$ cat src/rtl/pwm_sample_if.sv
// Valid/ready handshake carrying duty samples from the filter path into the carrier generator.
interface pwm_sample_if #(
    parameter int WIDTH = 11
);
    logic [WIDTH-1:0] sample_in;
    logic             sample_valid;
    logic             sample_ready;

    modport master (output sample_in, output sample_valid, input sample_ready);
    modport slave  (input sample_in, input sample_valid, output sample_ready);
endinterface

$ cat src/rtl/pwm_carrier_gen.sv
// Carrier ramp (sawtooth or triangle) plus period-synchronous, double-buffered duty word
// for the downstream PWM comparator.
module pwm_carrier_gen #(
    parameter int WIDTH       = 11,
    parameter int DEFAULT_TOP = 2000
) (
    input  logic             clk,
    input  logic             rst_n,
    input  logic             en,
    input  logic             mode_in,
    input  logic [WIDTH-1:0] top_in,
    pwm_sample_if.slave      smp,
    output logic [WIDTH-1:0] R,
    output logic [WIDTH-1:0] C,
    output logic             period_start
);
    localparam logic [WIDTH-1:0] TOP_RESET = WIDTH'(DEFAULT_TOP);
    localparam logic [WIDTH-1:0] ONE       = WIDTH'(1);
    localparam logic [WIDTH-1:0] TWO       = WIDTH'(2);

    // ST_IDLE doubles as run_q = 0; ST_UP/ST_DOWN carry the triangle direction.
    typedef enum logic [1:0] {ST_IDLE, ST_UP, ST_DOWN} state_t;

    state_t           state_reg, state_next;
    logic [WIDTH-1:0] r_reg, r_next;
    logic [WIDTH-1:0] c_reg, c_next;
    logic [WIDTH-1:0] top_reg, top_next;
    logic             mode_reg, mode_next;
    logic [WIDTH-1:0] shadow_reg, shadow_next;
    logic             shadow_full_reg, shadow_full_next;
    logic             pstart_reg, pstart_next;

    logic             load_now;
    logic             accept;
    logic [WIDTH-1:0] top_clamped;

    always_ff @(posedge clk or negedge rst_n) begin
        if (!rst_n) begin
            state_reg       <= ST_IDLE;
            r_reg           <= '0;
            c_reg           <= '0;
            top_reg         <= TOP_RESET;
            mode_reg        <= 1'b0;
            shadow_reg      <= '0;
            shadow_full_reg <= 1'b0;
            pstart_reg      <= 1'b0;
        end else begin
            state_reg       <= state_next;
            r_reg           <= r_next;
            c_reg           <= c_next;
            top_reg         <= top_next;
            mode_reg        <= mode_next;
            shadow_reg      <= shadow_next;
            shadow_full_reg <= shadow_full_next;
            pstart_reg      <= pstart_next;
        end
    end

    always_comb begin
        state_next       = state_reg;
        r_next           = r_reg;
        c_next           = c_reg;
        top_next         = top_reg;
        mode_next        = mode_reg;
        shadow_next      = shadow_reg;
        shadow_full_next = shadow_full_reg;
        pstart_next      = 1'b0;

        top_clamped = (top_in < TWO) ? TWO : top_in;

        // A new period begins on start, on a sawtooth wrap, or at the triangle valley.
        load_now = en && ((state_reg == ST_IDLE) ||
                          (!mode_reg && r_reg == top_reg) ||
                          (mode_reg && state_reg == ST_DOWN && r_reg == ONE));

        smp.sample_ready = !shadow_full_reg || load_now;
        accept           = smp.sample_valid && smp.sample_ready;

        if (!en) begin
            state_next = ST_IDLE;
            r_next     = '0;
        end else if (load_now) begin
            state_next  = ST_UP;
            r_next      = '0;
            top_next    = top_clamped;
            mode_next   = mode_in;
            pstart_next = 1'b1;
            if (shadow_full_reg) begin
                c_next           = (shadow_reg > top_clamped) ? top_clamped : shadow_reg;
                shadow_full_next = 1'b0;
            end
        end else if (!mode_reg) begin
            r_next = r_reg + ONE;
        end else if (state_reg == ST_UP) begin
            if (r_reg == top_reg) begin
                r_next     = top_reg - ONE;
                state_next = ST_DOWN;
            end else begin
                r_next = r_reg + ONE;
            end
        end else begin
            r_next = r_reg - ONE;
        end

        // An accepted sample refills the shadow even on the edge that drains it.
        if (accept) begin
            shadow_next      = smp.sample_in;
            shadow_full_next = 1'b1;
        end
    end

    assign R            = r_reg;
    assign C            = c_reg;
    assign period_start = pstart_reg;
endmodule

$ cat src/flat_wrapper.sv
// flat-port wrapper written by rule: the top's interface ports become plain ports
module pwm_carrier_gen_flat 
#(
    parameter int WIDTH       = 11,
    parameter int DEFAULT_TOP = 2000
)
  (clk, rst_n, en, mode_in, top_in, R, C, period_start, smp_sample_in, smp_sample_valid, smp_sample_ready);
  pwm_sample_if #(.WIDTH(WIDTH)) smp_i ();
  input  logic clk;
  input  logic rst_n;
  input  logic en;
  input  logic mode_in;
  input  logic [WIDTH-1:0] top_in;
  output logic [WIDTH-1:0] R;
  output logic [WIDTH-1:0] C;
  output logic period_start;
  input wire logic [$bits(smp_i.sample_in)-1:0] smp_sample_in;
  input wire logic [$bits(smp_i.sample_valid)-1:0] smp_sample_valid;
  output wire logic [$bits(smp_i.sample_ready)-1:0] smp_sample_ready;
  assign smp_i.sample_in = smp_sample_in;
  assign smp_i.sample_valid = smp_sample_valid;
  assign smp_sample_ready = smp_i.sample_ready;
  pwm_carrier_gen #(.WIDTH(WIDTH), .DEFAULT_TOP(DEFAULT_TOP)) u_core (.clk(clk), .rst_n(rst_n), .en(en), .mode_in(mode_in), .top_in(top_in), .smp(smp_i), .R(R), .C(C), .period_start(period_start));
endmodule
$ cat config.mk
export PLATFORM = sky130hd
export DESIGN_NAME = pwm_carrier_gen_flat
export DESIGN_NICKNAME = d
export VERILOG_FILES = /design/src/rtl/pwm_sample_if.sv /design/src/rtl/pwm_carrier_gen.sv /design/src/flat_wrapper.sv
export SDC_FILE = /design/constraint.sdc
export NUM_CORES = 1
export LEC_CHECK = 0
export CORE_MARGIN = 5
export CORE_UTILIZATION = 30
export CTS_CLUSTER_DIAMETER = 100
export CTS_CLUSTER_SIZE = 8
export DETAILED_ROUTE_END_ITERATION = 10
export SETUP_SLACK_MARGIN = 0.1
export SLEW_MARGIN = 30
export SYNTH_ARGS = -nofsm -noshare
export SYNTH_HDL_FRONTEND = slang
export SYNTH_SLANG_ARGS = --single-unit
$ cat constraint.sdc
create_clock -name clk -period 6.9 [get_ports clk]
set_clock_uncertainty 0.05 [all_clocks]
set_input_delay 2.07 -clock clk [delete_from_list [all_inputs] [get_ports clk]]
set_output_delay 2.07 -clock clk [all_outputs]
set_load 0.02 [all_outputs]
# Yosys cells after proc, flatten, opt, wreduce, memory -nomap -nowiden

Cells that the tools add are included.

Register bits: 49
Bits in latches: 0
RAM bits: 0
Bits in read-only memories: 0
Output and inout port bits: 24
Logic and storage cells: 54
Memories kept: 0

Add/subtract/negate cells: 3
$mul: 0
Div/mod/pow operators: 0
Order comparisons: 2
Equality and inequality tests: 7
Shift operators: 0
Multiplexer cells: 17
Bitwise gates (word level): 0
Reduce and logical (&&, ||, !) cells: 17

Operator list:

| cell                                                   | number |
|---|---|
| 2-to-1 mux 11 bit                                      | 7 |
| subtractor 11 x 1 -> 11 bit (second input constant)    | 2 |
| adder 11 x 1 -> 11 bit (second input constant)         | 1 |
| equality test 11 x 1 -> 1 bit (second input constant)  | 1 |
| equality test 11 bit                                   | 1 |
| > comparator 11 bit                                    | 1 |
| < comparator 11 x 2 -> 1 bit (second input constant)   | 1 |
| 2-to-1 mux 2 bit                                       | 5 |
| inequality test 3 x 1 -> 1 bit (second input constant) | 3 |
| AND reduction 3 bit                                    | 2 |
| logical AND 1 bit                                      | 5 |
| 2-to-1 mux 1 bit                                       | 5 |
| AND reduction 2 bit                                    | 2 |
| nonzero test 2 bit                                     | 2 |
| logical OR 1 bit                                       | 3 |
| equality test 2 x 1 -> 1 bit (second input constant)   | 1 |
| equality test 2 bit (second input constant)            | 1 |
| logical NOT 1 bit                                      | 2 |
| logical NOT 2 bit                                      | 1 |

# Depth between registers and ports, before layout

Depth after elaboration: 9
Gate-level depth with buffers: 11
Mapped depth without buffers: 10

# Least setup slack after synthesis

Ideal clock, no wire load.

Kind: input -> output
Start: input port en
End: output port smp_sample_ready
Data arrival time: 2.679 ns
Data required time: 4.780 ns
Slack: 2.101 ns
Stages on the path: 5
Path through: inv_1 a21o_1 buf_6 buf_6 nand2_1

Longest elaborated chain between the ends: 2

Ends and longest elaborated chain:

| element            | line                  | source |
|---|---|---|
| start: declaration | flat_wrapper.sv:11    | `input logic en;` |
| logical AND 1 bit  | pwm_carrier_gen.sv:72 | `load_now = en && ((state_reg == ST_IDLE) \|\|` |
| logical OR 1 bit   | pwm_carrier_gen.sv:76 | `smp.sample_ready = !shadow_full_reg \|\| load_now;` |
| end: declaration   | flat_wrapper.sv:19    | `output wire logic [$bits(smp_i.sample_ready)-1:0] smp_sample_ready;` |

No other way between the ends.

# Final worst setup path

Ends and elaborated chain as after synthesis.

==> impl_metrics.tcl <==
set metrics [dict create \
    critPathLaunchType "input pin" \
    initialDrtViolationCount 157 \
    antenna_found_initial 0 \
    cp_top_family "buffers and inverters" \
    syn2layout_area_growth_pct 20.5 \
    nets 425 \
    rows 38 \
    cp_max_fo 16 \
    crit_path_cell_trace "clkdlybuf4s50_1 > inv_1 > a21o_1 > nand2_1 > clkdlybuf4s50_1" \
    cts_tree "done" \
    hold_ws_ps 504 \
    maxSlewViolCount 0 \
    ys_ff_latch 49 \
    worst_pin_slew_ps 958 \
    slowest_stage "clkdlybuf4s50_1" \
    start_util_pct 30.5 \
    grt_util_met3_pct 3.00 \
    syn_nets 384 \
    finalHoldViolations 0 \
    h-tree-depth 2 \
    timing.fmax_ghz 0.169 \
    synth_area_per_cell_um2 9.66 \
    numCtsBuffers 5 \
    viasPerCell 5.39 \
    layout-drive-gt1-share_pct 12.8 \
    power-per-cell-area_nw_per_um2 252 \
    drc_errors 0 \
    rsz0062_at_grt "false" \
    end_kind "primary output" \
    busiest_layer "met2" \
    cts_hold_buf 0 \
    cts_buffer_depth 2 \
    grt_util_met1_pct 18.8 \
    core-area_um2 10800 \
    met2_usage_pct 22.7 \
    post-route-period-util_pct 85.9 \
    min_period_ps 5930 \
    die_h_um 115 \
    grt_max_degree 50 \
    final_cell_mix "clkdlybuf4s50_1 (49), dfrtp_1 (43), xnor2_1 (25)" \
    wl_per_cell_um 17.2 \
    grt_pass1_vias 2880 \
    cts.sink_count 49 \
    vdd_drop_max_v 0.000183 \
    track_usage_pct 13.9 \
    netlist_area_um2 3300 \
    fin_tns_setup_ps 0 \
    crit_top_cell "clkdlybuf4s50_1" \
    fill_cells 1103 \
    yosysWarnings 0 \
    dr.pass1.iters 4 \
    vias 2824 \
    io_pins 51 \
    slowest_delay_ps 610 \
    grt_pass1_wl_um 14800 \
    gp_congestion 0.890 \
    cts_root_buf "clkbuf_8" \
    cts_setup_buffers 0 \
    ant_nets 0 \
    status "finished, final reports clean" \
    leakagePower_nw 1.58 \
    post_cts_resized 0 \
    clock_latency_ps 300 \
    worstPathArrival_ps 3810 \
    yosysSeqAreaShare_pct 37.3 \
    worstSetupPathType "in2out" \
    grt-ovfl-total 0 \
    routed_wl_um 9000 \
    clk_pin_slew_ps 100 \
    async_flop_share_pct 100 \
    drv_cap 0 \
    finalSetupViolCount 0 \
    worst_ep_required_time_ps 4780 \
    diodes 0 \
    slew_headroom_pct 35.6 \
    layout_commonest_cell "clkdlybuf4s50_1" \
    die_area_um2 13200 \
    dpl.hpwl_um 6840 \
    io_buffers 50 \
    worst-path-buf-inv 3 \
    synthFlopType "dfrtp_1" \
    synth_edf_count 0 \
    hold_class "reg2reg" \
    die_x_um 115 \
    total_power_mw 1.00 \
    synthCells 342 \
    ys_types 53 \
]
-- per-layer routing --
metal | share of wire, % | vias up
li1 | - | 1333
met1 | 46 | 1374
met2 | 47 | 101
met5 | 0 | -
met4 | 1.4 | 0
met3 | 6.0 | 16
-- logic make-up after synthesis --
family,share of synthesized area (%)
AND/OR/NAND/NOR,17.9
AO/OA/AOI/OAI,15.5
flip-flops,37.3
buffers and inverters,5.76
XOR/XNOR,9.01
multiplexers,8.75
adder cells (fa/ha/maj),5.68
-- layout make-up --
cell class | instances | area [um^2] | area share [%]
Multi-Input combinational cell | 253 | 1900 | 47.6
Sequential cell | 49 | 1230 | 31.0
Timing Repair Buffer | 53 | 518 | 13.0
Tap cell | 140 | 175 | 4.40
Inverter | 21 | 78.8 | 1.98
Clock buffer | 7 | 76.3 | 1.92
Clock inverter | 1 | 5.00 | 0.126
-- worst paths after layout --
kind                            slack (ps)  depth (start not counted)                              from                                to
worst max-delay path                   970                          5                                en                  smp_sample_ready
worst min-delay path                   500                          1  u_core.shadow_reg[0]$_DFFE_PN0P_  u_core.shadow_reg[0]$_DFFE_PN0P_
min in group asynchronous             1820                          2                             rst_n             u_core.R[8]$_DFF_PN0_
worst max register to register        4200                          5             u_core.R[2]$_DFF_PN0_             u_core.R[4]$_DFF_PN0_
max in group asynchronous             4550                          2                             rst_n     u_core.top_reg[0]$_DFFE_PN0P_
worst min register to register         500                          1  u_core.shadow_reg[0]$_DFFE_PN0P_  u_core.shadow_reg[0]$_DFFE_PN0P_
-- cell usage after synthesis, types with 3 or more instances --
cell type	instances	area, um^2
a211oi_1	7	52.6
a21o_1	3	22.5
a21oi_1	7	35.0
a31oi_1	13	81.3
and4_1	3	26.3
buf_2	8	40.0
buf_6	4	45.0
clkbuf_1	6	22.5
dfrtp_1	43	1080
dfstp_2	6	158
ha_1	15	188
inv_1	21	78.8
mux2_1	5	56.3
mux2_2	18	203
mux2i_1	3	30.0
nand2_1	15	56.3
nand3_1	20	100
nand3b_1	3	22.5
nand4_1	9	56.3
nor2_1	17	63.8
nor3_1	21	105
nor4_1	4	25.0
o21ai_0	16	80.1
o22ai_1	3	18.8
or3b_2	3	26.3
xnor2_1	25	219
xor2_1	9	78.8
-- report_power, final --
part	switching [mW]	internal, mW	total [mW]
combinational	0.219	0.193	0.412
sequential	0.0717	0.350	0.421
clock	0.0990	0.0716	0.171
total	0.390	0.614	1.00
-- worst reg2reg max path, stage by stage (launching register included) --
cell and delay [ps]:
dfrtp_1 720, xnor2_1 200, and4_1 280, nand3_1 300, nor3_1 770, a2111oi_1 200
-- per-stage QoR --
stage	instance area [um^2]	instances	setup WS, ps	utilization (%)
floorplan	3300	342	2100	-
finish	3980	524	971	36.7
detailed placement	3900	516	954	36.0
global route	3980	524	852	36.7
global placement	3890	516	974	35.9
CTS	3980	524	950	36.7
(Power assumes the default switching activity.)
